==> src/rtl/mem_port_arbiter_pkg.sv <==
// Shared constants for the IF/MEM memory port arbiter: data width, FSM state encodings, grant IDs.
package mem_port_arbiter_pkg;

    localparam int unsigned WORD_SIZE = 16;

    typedef enum logic [1:0] {
        IDLE   = 2'd0,
        BUSY_I = 2'd1,
        BUSY_D = 2'd2,
        DONE   = 2'd3
    } arb_state_e;

    localparam logic GRANT_I = 1'b0;
    localparam logic GRANT_D = 1'b1;

endpackage

==> src/rtl/mem_latency_counter.sv <==
// Down-counter that times one fixed-latency memory command; last_c flags the final command cycle.
module mem_latency_counter #(
    parameter int unsigned MEM_LATENCY = 4
) (
    input  logic clk,
    input  logic reset_n,
    input  logic load,
    input  logic en,
    output logic last_c
);

    localparam int unsigned LAT_W = 4;

    logic [LAT_W-1:0] count;

    always_ff @(posedge clk or negedge reset_n) begin
        if (!reset_n) begin
            count <= '0;
        end else if (load) begin
            count <= LAT_W'(MEM_LATENCY);
        end else if (en && (count != '0)) begin
            count <= count - LAT_W'(1);
        end
    end

    assign last_c = (count == LAT_W'(1));

endmodule

==> src/rtl/mem_port_arbiter.sv <==
// Shares one fixed-latency memory port between instruction fetch and data access,
// alternating grants on conflict and returning a one-cycle ready pulse per access.
module mem_port_arbiter
    import mem_port_arbiter_pkg::*;
#(
    parameter int unsigned MEM_LATENCY = 4,
    parameter int unsigned CNT_WIDTH   = 16
) (
    input  logic                 clk,
    input  logic                 reset_n,
    input  logic                 i_req,
    input  logic [WORD_SIZE-1:0] i_addr,
    output logic                 i_ready,
    output logic [WORD_SIZE-1:0] i_rdata,
    input  logic                 d_req,
    input  logic                 d_we,
    input  logic [WORD_SIZE-1:0] d_addr,
    input  logic [WORD_SIZE-1:0] d_wdata,
    output logic                 d_ready,
    output logic [WORD_SIZE-1:0] d_rdata,
    output logic                 mem_read,
    output logic                 mem_write,
    output logic [WORD_SIZE-1:0] mem_addr,
    output logic [WORD_SIZE-1:0] mem_wdata,
    input  logic [WORD_SIZE-1:0] mem_rdata,
    output logic                 busy,
    output logic [CNT_WIDTH-1:0] i_count,
    output logic [CNT_WIDTH-1:0] d_count
);

    arb_state_e state, state_nxt;
    logic       last_grant, grant_nxt;
    logic       we_q, we_nxt;
    logic       lat_load, lat_last;

    mem_latency_counter #(
        .MEM_LATENCY(MEM_LATENCY)
    ) u_lat (
        .clk    (clk),
        .reset_n(reset_n),
        .load   (lat_load),
        .en     ((state == BUSY_I) || (state == BUSY_D)),
        .last_c (lat_last)
    );

    always_ff @(posedge clk or negedge reset_n) begin
        if (!reset_n) begin
            state      <= IDLE;
            last_grant <= GRANT_I;
        end else begin
            state      <= state_nxt;
            last_grant <= grant_nxt;
        end
    end

    // Arbitration only in IDLE; on conflict the requester not served last wins.
    always_comb begin
        state_nxt = state;
        grant_nxt = last_grant;
        we_nxt    = we_q;
        lat_load  = 1'b0;
        case (state)
            IDLE: begin
                if (i_req || d_req) begin
                    if (i_req && d_req) begin
                        grant_nxt = ~last_grant;
                    end else begin
                        grant_nxt = d_req ? GRANT_D : GRANT_I;
                    end
                    state_nxt = (grant_nxt == GRANT_D) ? BUSY_D : BUSY_I;
                    we_nxt    = (grant_nxt == GRANT_D) && d_we;
                    lat_load  = 1'b1;
                end
            end
            BUSY_I, BUSY_D: begin
                if (lat_last) begin
                    state_nxt = DONE;
                end
            end
            DONE: begin
                state_nxt = IDLE;
            end
            default: begin
                state_nxt = IDLE;
            end
        endcase
    end

    // Registered port outputs, computed from the state being entered.
    always_ff @(posedge clk or negedge reset_n) begin
        if (!reset_n) begin
            we_q      <= 1'b0;
            i_ready   <= 1'b0;
            d_ready   <= 1'b0;
            i_rdata   <= '0;
            d_rdata   <= '0;
            mem_read  <= 1'b0;
            mem_write <= 1'b0;
            mem_addr  <= '0;
            mem_wdata <= '0;
            busy      <= 1'b0;
            i_count   <= '0;
            d_count   <= '0;
        end else begin
            we_q      <= we_nxt;
            i_ready   <= (state_nxt == DONE) && (grant_nxt == GRANT_I);
            d_ready   <= (state_nxt == DONE) && (grant_nxt == GRANT_D);
            mem_read  <= (state_nxt == BUSY_I) || ((state_nxt == BUSY_D) && !we_nxt);
            mem_write <= (state_nxt == BUSY_D) && we_nxt;
            busy      <= (state_nxt != IDLE);
            if (lat_load) begin
                mem_addr <= (grant_nxt == GRANT_D) ? d_addr : i_addr;
                if (grant_nxt == GRANT_D) begin
                    mem_wdata <= d_wdata;
                end
            end
            if (lat_last && (state == BUSY_I)) begin
                i_rdata <= mem_rdata;
            end
            if (lat_last && (state == BUSY_D) && !we_q) begin
                d_rdata <= mem_rdata;
            end
            if ((state_nxt == DONE) && (state != DONE)) begin
                if (grant_nxt == GRANT_D) begin
                    d_count <= d_count + CNT_WIDTH'(1);
                end else begin
                    i_count <= i_count + CNT_WIDTH'(1);
                end
            end
        end
    end

endmodule

==> config.mk <==
export PLATFORM = sky130hd
export DESIGN_NAME = mem_port_arbiter
export DESIGN_NICKNAME = d
export VERILOG_FILES = /design/src/rtl/mem_port_arbiter_pkg.sv /design/src/rtl/mem_latency_counter.sv /design/src/rtl/mem_port_arbiter.sv
export SDC_FILE = /design/constraint.sdc
export NUM_CORES = 1
export LEC_CHECK = 0
export ABC_AREA = 0
export CAP_MARGIN = 30
export CORE_ASPECT_RATIO = 1.2
export CORE_MARGIN = 3
export CORE_UTILIZATION = 58
export CTS_CLUSTER_SIZE = 28
export DETAILED_ROUTE_END_ITERATION = 8
export DONT_BUFFER_PORTS = 1
export PLACE_DENSITY = 0.74
export SYNTH_ARGS = -nofsm -noshare
export SYNTH_HDL_FRONTEND = slang
export SYNTH_SLANG_ARGS = --single-unit
==> constraint.sdc <==
create_clock -name clk -period 6.9 [get_ports clk]
set_clock_uncertainty 0.2 [all_clocks]
set_input_delay 0.69 -clock clk [delete_from_list [all_inputs] [get_ports clk]]
set_output_delay 0.69 -clock clk [all_outputs]
set_load 0.1 [all_outputs]
* Word-level counts from Yosys, hierarchy flattened *
Index checks and enable logic that the tools add are counted.

storage, ports and cells
  bits in writable memories = 0
  output and inout bits = 101
  register bits = 109
  memory bits (read-only) = 0
  memories kept = 0
  bits in latches = 0

operators by class
  $add $sub $neg = 3
  bitwise logic cells = 2
  magnitude comparators = 0
  shift operators = 0
  multipliers = 0
  reductions and logical operators = 24
  divide/modulo/power cells = 0
  eq/ne operators = 8
  mux-type cells = 17

operator list
  operator                 count
  $add A16 B1 Y16 const B  2
  $mux W16                 1
  $logic_and A1 B1 Y1      11
  $mux W1                  10
  $eq A2 B2 Y1 const B     4
  $mux W4                  2
  $mux W2                  3
  $pmux W2 S3              1
  $reduce_and A2 Y1        3
  $eq A2 B1 Y1 const B     2
  $eq A4 B1 Y1 const B     1
  $reduce_bool A2 Y1       2
  $reduce_bool A4 Y1       1
  $sub A4 B1 Y4 const B    1
  $logic_or A1 B1 Y1       3
  $logic_not A1 Y1         2
  $logic_not A2 Y1         1
  $ne A2 B2 Y1 const B     1
  $not A1 Y1               2
  $reduce_or A2 Y1         1

* Logic depth before layout (Yosys ltp) *
Gate-level depths: netlist of the first run.

  depth in word-level cells = 10
  mapped depth = 9

* Cells and area by module *
From an unflattened synthesis of the first run, not the netlist that was laid out.

second synthesis, totals
  cells, all modules = 366
  area, all modules = 4687.0 um2

modules (own cells, without submodules)
  module               cells an instance  seq. area each (um2)  instances  area each (um2)
  mem_port_arbiter     343                2627.5                1          4446.8
  mem_latency_counter  23                 100.1                 1          240.2

* Least setup slack after synthesis of the first run *
Ideal clock, no wire load.

  path kind = register to register
  start point = reg d_count[3]
  end point = reg d_count[14]
  required time = 6.538 ns
  period minus slack after synthesis = 2.551 ns
  arrival time = 2.189 ns
  path slack = 4.349 ns
  cell stages (with the launch flop) = 6
  cell sequence = dfrtp_1 > nand4_1 > nor3_1 > nand4_1 > nor3_1 > xor2_1

on the way
  word-level cells in the longest chain between the ends = 1

RTL lines
  item                    line                     RTL
  start, declared         mem_port_arbiter.sv:28   output logic [CNT_WIDTH-1:0] d_count
  start signal, assigned  mem_port_arbiter.sv:125  d_count <= d_count + CNT_WIDTH'(1);
  $add A16 B1 Y16         mem_port_arbiter.sv:125

Every way passes these cells.
A chain may end at the register's enable or synchronous reset.

* Final worst setup path of the first run *
  start point = reg state[0]
  end point = reg i_count[7]

on the way
  word-level cells in the longest chain between the ends = 6
  elaborated cells on any way between the ends = 14
  classes of those cells = eq/ne: 5; mux: 4; bitwise: 1; reduce/logical: 4

RTL lines
  item                                          line                     RTL
  start, declared                               mem_port_arbiter.sv:31   arb_state_e state, state_nxt;
  start signal, assigned                        mem_port_arbiter.sv:51   state <= state_nxt;
  $eq A2 B1 Y1 or $eq A2 B2 Y1 (tied branches)  mem_port_arbiter.sv:62   case (state)
  $reduce_or A2 Y1                              mem_port_arbiter.sv:62
  $pmux W2 S3                                   mem_port_arbiter.sv:62
  $eq A2 B2 Y1                                  mem_port_arbiter.sv:123  if ((state_nxt == DONE) && (state != DONE)) begin
  $logic_and A1 B1 Y1                           mem_port_arbiter.sv:123
  $reduce_and A2 Y1 (no source line) *          n/a
  end signal, assigned                          mem_port_arbiter.sv:127  i_count <= i_count + CNT_WIDTH'(1);
  end, declared                                 mem_port_arbiter.sv:27   output logic [CNT_WIDTH-1:0] i_count,

Mark *: on every way between the ends. The rest lies on a longest branch, timed or not.

==> flow_summary.yaml, run 1 <==
run_status:
  outcome: "finished, final reports clean"
timing:
  max_slew_margin_pct: 32.0
  holdWs_ns: 0.0658
  finalSetupTns_ns: 0
  max_freq_ghz: 0.291
  slew_viol_final: 0
  rsz0062_at_grt: "no"
  min_period_ns: 3.44
  setup_viol_count_final: 0
  setup_ws_ns: 3.46
  worst_pin_slew_ns: 1.02
  fin_crit_sh_pct: 49.8
  hold_viol_final: 0
finish:
  nets: 471
  diodes: 0
  fill_cells: 606
  multi_input_area_um2: 1880
  drive_above_1_share_pct: 19.9
  area_growth_pct: 6.62
  layout_commonest_cell: "dfrtp_1"
  seq_area_um2: 2730
  final_cell_mix: "dfrtp_1 (109), mux2_2 (49), nand2_1 (41), nor2_1 (27), xnor2_1 (24)"
clock_tree:
  postCtsSetupRepairBufs: 0
  cts_hold_buf: 1
  clk-insertion-delay-late_ns: 0.36
  numCtsBuffers: 9
  cts_sinks: 109
  htreeDepth: 3
  cts.path.max_buffers: 2
  clkTransAtPathRegs_ns: 0.10
  cts_tree: "built"
  cts_root_buffer: "clkbuf_8"
  cts.repair.resized: 0
global_routing:
  grt_start_max_net_pins: 110
  track_usage_pct: 20.5
  grt_overflow: 0
  antenna_found_initial: 0
  grt_pass1_vias: 2982
  grt_pass1_wl_mm: 14.9
critical_path:
  reg2reg_from: "state[0]$_DFF_PN0_"
  worstSetupEndpointType: "flop"
  r2r_slack_ns: 3.46
  path_class: "reg -> reg"
  r2r-end: "i_count[7]$_DFFE_PN0P_"
  crit_path_start_kind: "flop"
  path_max_fanout: 30
  reg2regPathDepth: 8
  worstPathRequired_ns: 6.90
  arrival_ns: 3.44
die:
  fp.dieH_um: 105
  ioPinCount: 170
  initial_core_util_pct: 60.5
  placementRows: 35
  die_width_um: 88.6
  dieArea_um2: 9310
  fp.coreArea_um2: 7840
route:
  first_pass_iters: 4
  drt_iter0_drc: 163
  vias: 2937
  wirelength_mm: 9.28
  ant_nets: 0
  drc_errors: 0
  via_per_inst: 6.02
  wl_per_cell_um: 19.0
hold_path:
  min_path_type: "in -> async"
synth:
  synth_cells: 393
  yosysTopAreaCell: "dfrtp_1"
  yosysWarnings: 0
  seq_area_frac_synth_pct: 57.5
  yosysTopAreaCellShare_pct: 57.5
  syn_nets: 472
  avgSynthCellArea_um2: 12.1
  syn_area_um2: 4750
  synth_seq_cells: 109
  yosysUniqueCellTypes: 41
  synthTopCellsByArea: "dfrtp_1 (57%), mux2_2 (12%), xnor2_1 (4.4%)"
placement:
  hpwl_mm: 6.62
  port_buffers: 0
  pre_cts_slack_ns: 3.54
  gp_congestion: 0.787
flow_run:
  drv_cap: 0
[per-stage QoR]
step	std cells	utilization, %	cell area [µm²]
final	488	64.5	5060
after global routing	488	64.5	5060
after CTS	485	63.7	4990
after detailed placement	469	61.1	4790
after global placement	468	60.9	4780
after floorplan	393	-	4750
[worst max-delay path: stages, from the launching register on]
cell and delay, ns:
dfrtp_1 0.46, inv_1 0.12, ha_1 0.26, a21oi_1 0.16, a21o_2 0.41, inv_1 0.55, nor3_1 0.69, nand4_1 0.22
xnor2_1 0.22
[cells by family (layout without fill, tap and decap cells)]
group           Yosys count  after routing  synth area share (%)
simple gates            130            130                  14.5
fa+ha+maj                10             10                  2.64
mux                      50             50                  11.9
flops                   109            109                  57.5
buf+inv                  29             32                  2.82
xor+xnor                 33             33                  6.09
compound gates           32             32                  4.64
[state kept, by name (all words and copies together) (netlist names)]
| signal | flops |
|---|---|
| i_count | 16 |
| state | 2 |
| mem_read | 1 |
| mem_write | 1 |
| last_grant | 1 |
| d_count | 16 |
| i_rdata | 16 |
| we_q | 1 |
| busy | 1 |
| mem_addr | 16 |
| i_ready | 1 |
| d_rdata | 16 |
| u_lat.count | 4 |
| d_ready | 1 |
| mem_wdata | 16 |
[layer usage]
| layer | vias up | track usage (%) | share of wire (%) |
|---|---|---|---|
| met5 | - | 0 | 0 |
| met4 | 0 | 8.75 | 1.5 |
| met3 | 10 | 6.70 | 8.2 |
| met2 | 103 | 33.0 | 52 |
| met1 | 1474 | 24.8 | 39 |
| li1 | 1350 | - | - |
[Yosys cell counts (all sizes together)]
cell type	count
a31oi	16
dfrtp	109
clkbuf	7
a22oi	1
a22o	1
nor4bb	1
a21oi	2
mux2	50
nor3b	3
and2	9
ha	10
nor3	7
o21ai	6
inv	11
o21ba	1
and4	3
xor2	9
nand4b	1
a21o	1
nand3b	1
a221oi	1
nand4	15
nand2	41
nor2	27
a21boi	1
nand3	11
o21a	1
o31ai	1
nor4	1
or4	1
xnor2	24
and3	7
nor2b	2
buf	11
[worst max-delay path by stage]
stage,start,end,slack (ns),cells past startpoint
after floorplan,d_count[3]$_DFFE_PN0P_,d_count[14]$_DFFE_PN0P_,4.35,5
after global placement,state[0]$_DFF_PN0_,i_count[7]$_DFFE_PN0P_,3.71,8
after detailed placement,state[0]$_DFF_PN0_,i_count[7]$_DFFE_PN0P_,3.54,8
after CTS,state[0]$_DFF_PN0_,i_count[7]$_DFFE_PN0P_,3.53,8
after global routing,state[0]$_DFF_PN0_,i_count[7]$_DFFE_PN0P_,3.11,8
final,state[0]$_DFF_PN0_,i_count[7]$_DFFE_PN0P_,3.46,8
[final cells by class]
cell class	instances	area share, %
inverters	11	0.816
clock buffers	10	2.72
well taps	92	2.27
multi-input cells	255	37.2
flip-flops and latches	109	53.9
repair buffers	6	2.30
clock inverters	5	0.742
Power of run 1 is not shown: default switching activity piles up to over one toggle a cycle in this logic, so the estimate is an artifact.
==> run 2: changes to the inputs <==
clock period = 3.4 ns   (was 6.9 ns; I/O delays follow)
==> run 2 against run 1 <==
Register-to-register slack lost 3.1 ns. Sequential cell count is the same. Global-route usage grew 3.5 points. Count of clock-buffer cells in the layout is the same. Hold slack gained 0.074 ns. Largest cell class unchanged.
==> flow_summary.yaml, run 2 (synthesis results as in run 1) <==
placement:
  dp_cells: 497
  pre_cts_slack_ns: 0.553
  gp_congestion: 0.841
  hpwl_mm: 6.76
  port_buffers: 0
global_routing:
  grt_pass1_vias: 3504
  grt_start_max_net_pins: 110
  grt_pass1_wl_mm: 17.4
  antenna_found_initial: 0
  grt_overflow: 0
  track_usage_pct: 24.0
route:
  drt_iter0_drc: 148
  vias: 3324
  first_pass_iters: 5
  via_per_inst: 5.70
  wirelength_mm: 10.9
  wl_per_cell_um: 18.6
  ant_nets: 0
  drc_errors: 0
finish:
  stdcell_count: 583
  drive_above_1_share_pct: 21.6
  fill_cells: 483
  diodes: 0
  area_growth_pct: 25.1
  layout_commonest_cell: "dfrtp_1"
  final_cell_mix: "dfrtp_1 (109), dlygate4sd3_1 (68), mux2_2 (49), nand2_1 (41), buf_4 (30)"
  nets: 565
timing:
  rsz0062_at_grt: "no"
  fin_crit_sh_pct: 89.1
  worst_pin_slew_ns: 0.971
  max_slew_margin_pct: 35.3
  hold_viol_final: 0
  setup_viol_count_final: 0
  slew_viol_final: 0
  finalSetupTns_ns: 0
  min_period_ns: 3.03
  max_freq_ghz: 0.330
  setup_ws_ns: 0.372
critical_path:
  worstPathRequired_ns: 3.50
  arrival_ns: 3.12
  worstSetupEndpointType: "flop"
  crit_path_start_kind: "flop"
  path_max_fanout: 26
  setup.worst_path.end: "mem_addr[13]$_DFFE_PN0P_"
  r2r_slack_ns: 0.37
  reg2regPathDepth: 9
  setup.worst_path.start: "state[0]$_DFF_PN0_"
  r2r-end: "mem_addr[13]$_DFFE_PN0P_"
  path_class: "reg -> reg"
  reg2reg_from: "state[0]$_DFF_PN0_"
clock_tree:
  cts_sinks: 109
  cts_tree: "built"
  cts_root_buffer: "clkbuf_8"
  htreeDepth: 3
  clk-insertion-delay-late_ns: 0.37
  numCtsBuffers: 9
  clkTransAtPathRegs_ns: 0.10
  postCtsSetupRepairBufs: 0
  cts.path.max_buffers: 2
  cts_hold_buf: 69
  cts.repair.resized: 0
die:
  initial_core_util_pct: 60.5
  dieArea_um2: 9310
  fp.coreArea_um2: 7840
  die_width_um: 88.6
  ioPinCount: 170
  fp.dieH_um: 105
  placementRows: 35
run_status:
  outcome: "finished, final reports clean"
hold_path:
  min_path_type: "in -> reg"
flow_run:
  drv_cap: 0
## run 2: worst min path at each step
stage | from | to | slack, ns | cells past startpoint
2_1_floorplan | reset_n | busy$_DFF_PN0_ | -0.16 | 0
3_3_place_gp | reset_n | mem_wdata[15]$_DFFE_PN0P_ | -0.15 | 0
3_5_place_dp | reset_n | mem_wdata[15]$_DFFE_PN0P_ | -0.15 | 0
4_1_cts | i_req | busy$_DFF_PN0_ | 0.13 | 3
5_1_grt | i_req | busy$_DFF_PN0_ | 0.17 | 3
6_report | i_req | busy$_DFF_PN0_ | 0.14 | 3
## run 2: critical path, cell delays in order, from the launching register on
cell and delay, ns:
dfrtp_1 0.45, inv_1 0.13, ha_1 0.25, a21oi_1 0.09, a21o_2 0.35, inv_1 0.21
buf_4 0.33, nand2_1 0.13, a31oi_1 0.22, dlygate4sd3_1 0.59
## run 2: cell type report
type                       count  area [µm²]  share of cell area (%)
clock inverter                 6        70.1                    1.18
timing repair buffer         100         961                    16.2
sequential                   109        2730                    45.9
inverter                      11        41.3                   0.695
clock buffer                  10         138                    2.32
multi-input combinational    255        1880                    31.7
tap                           92         115                    1.94
## run 2: stage by stage
step / utilization [%] / cell area (µm²) / hold WS [ns]
global route: 75.7 / 5940 / 0.172
floorplan: - / 4750 / -0.156
finish: 75.7 / 5940 / 0.139
detailed placement: 63.7 / 4990 / -0.153
CTS: 75.4 / 5910 / 0.130
global placement: 63.7 / 4990 / -0.153
## run 2: routing by layer
| layer | wire length, µm | vias up | track usage, % |
|---|---|---|---|
| li1 | - | 1536 | - |
| met1 | 4130 | 1628 | 28.8 |
| met2 | 5670 | 130 | 40.1 |
| met3 | 718 | 30 | 5.84 |
| met4 | 335 | 0 | 10.6 |
| met5 | 0 | - | 0 |
Power of run 2 is left out for the same reason.
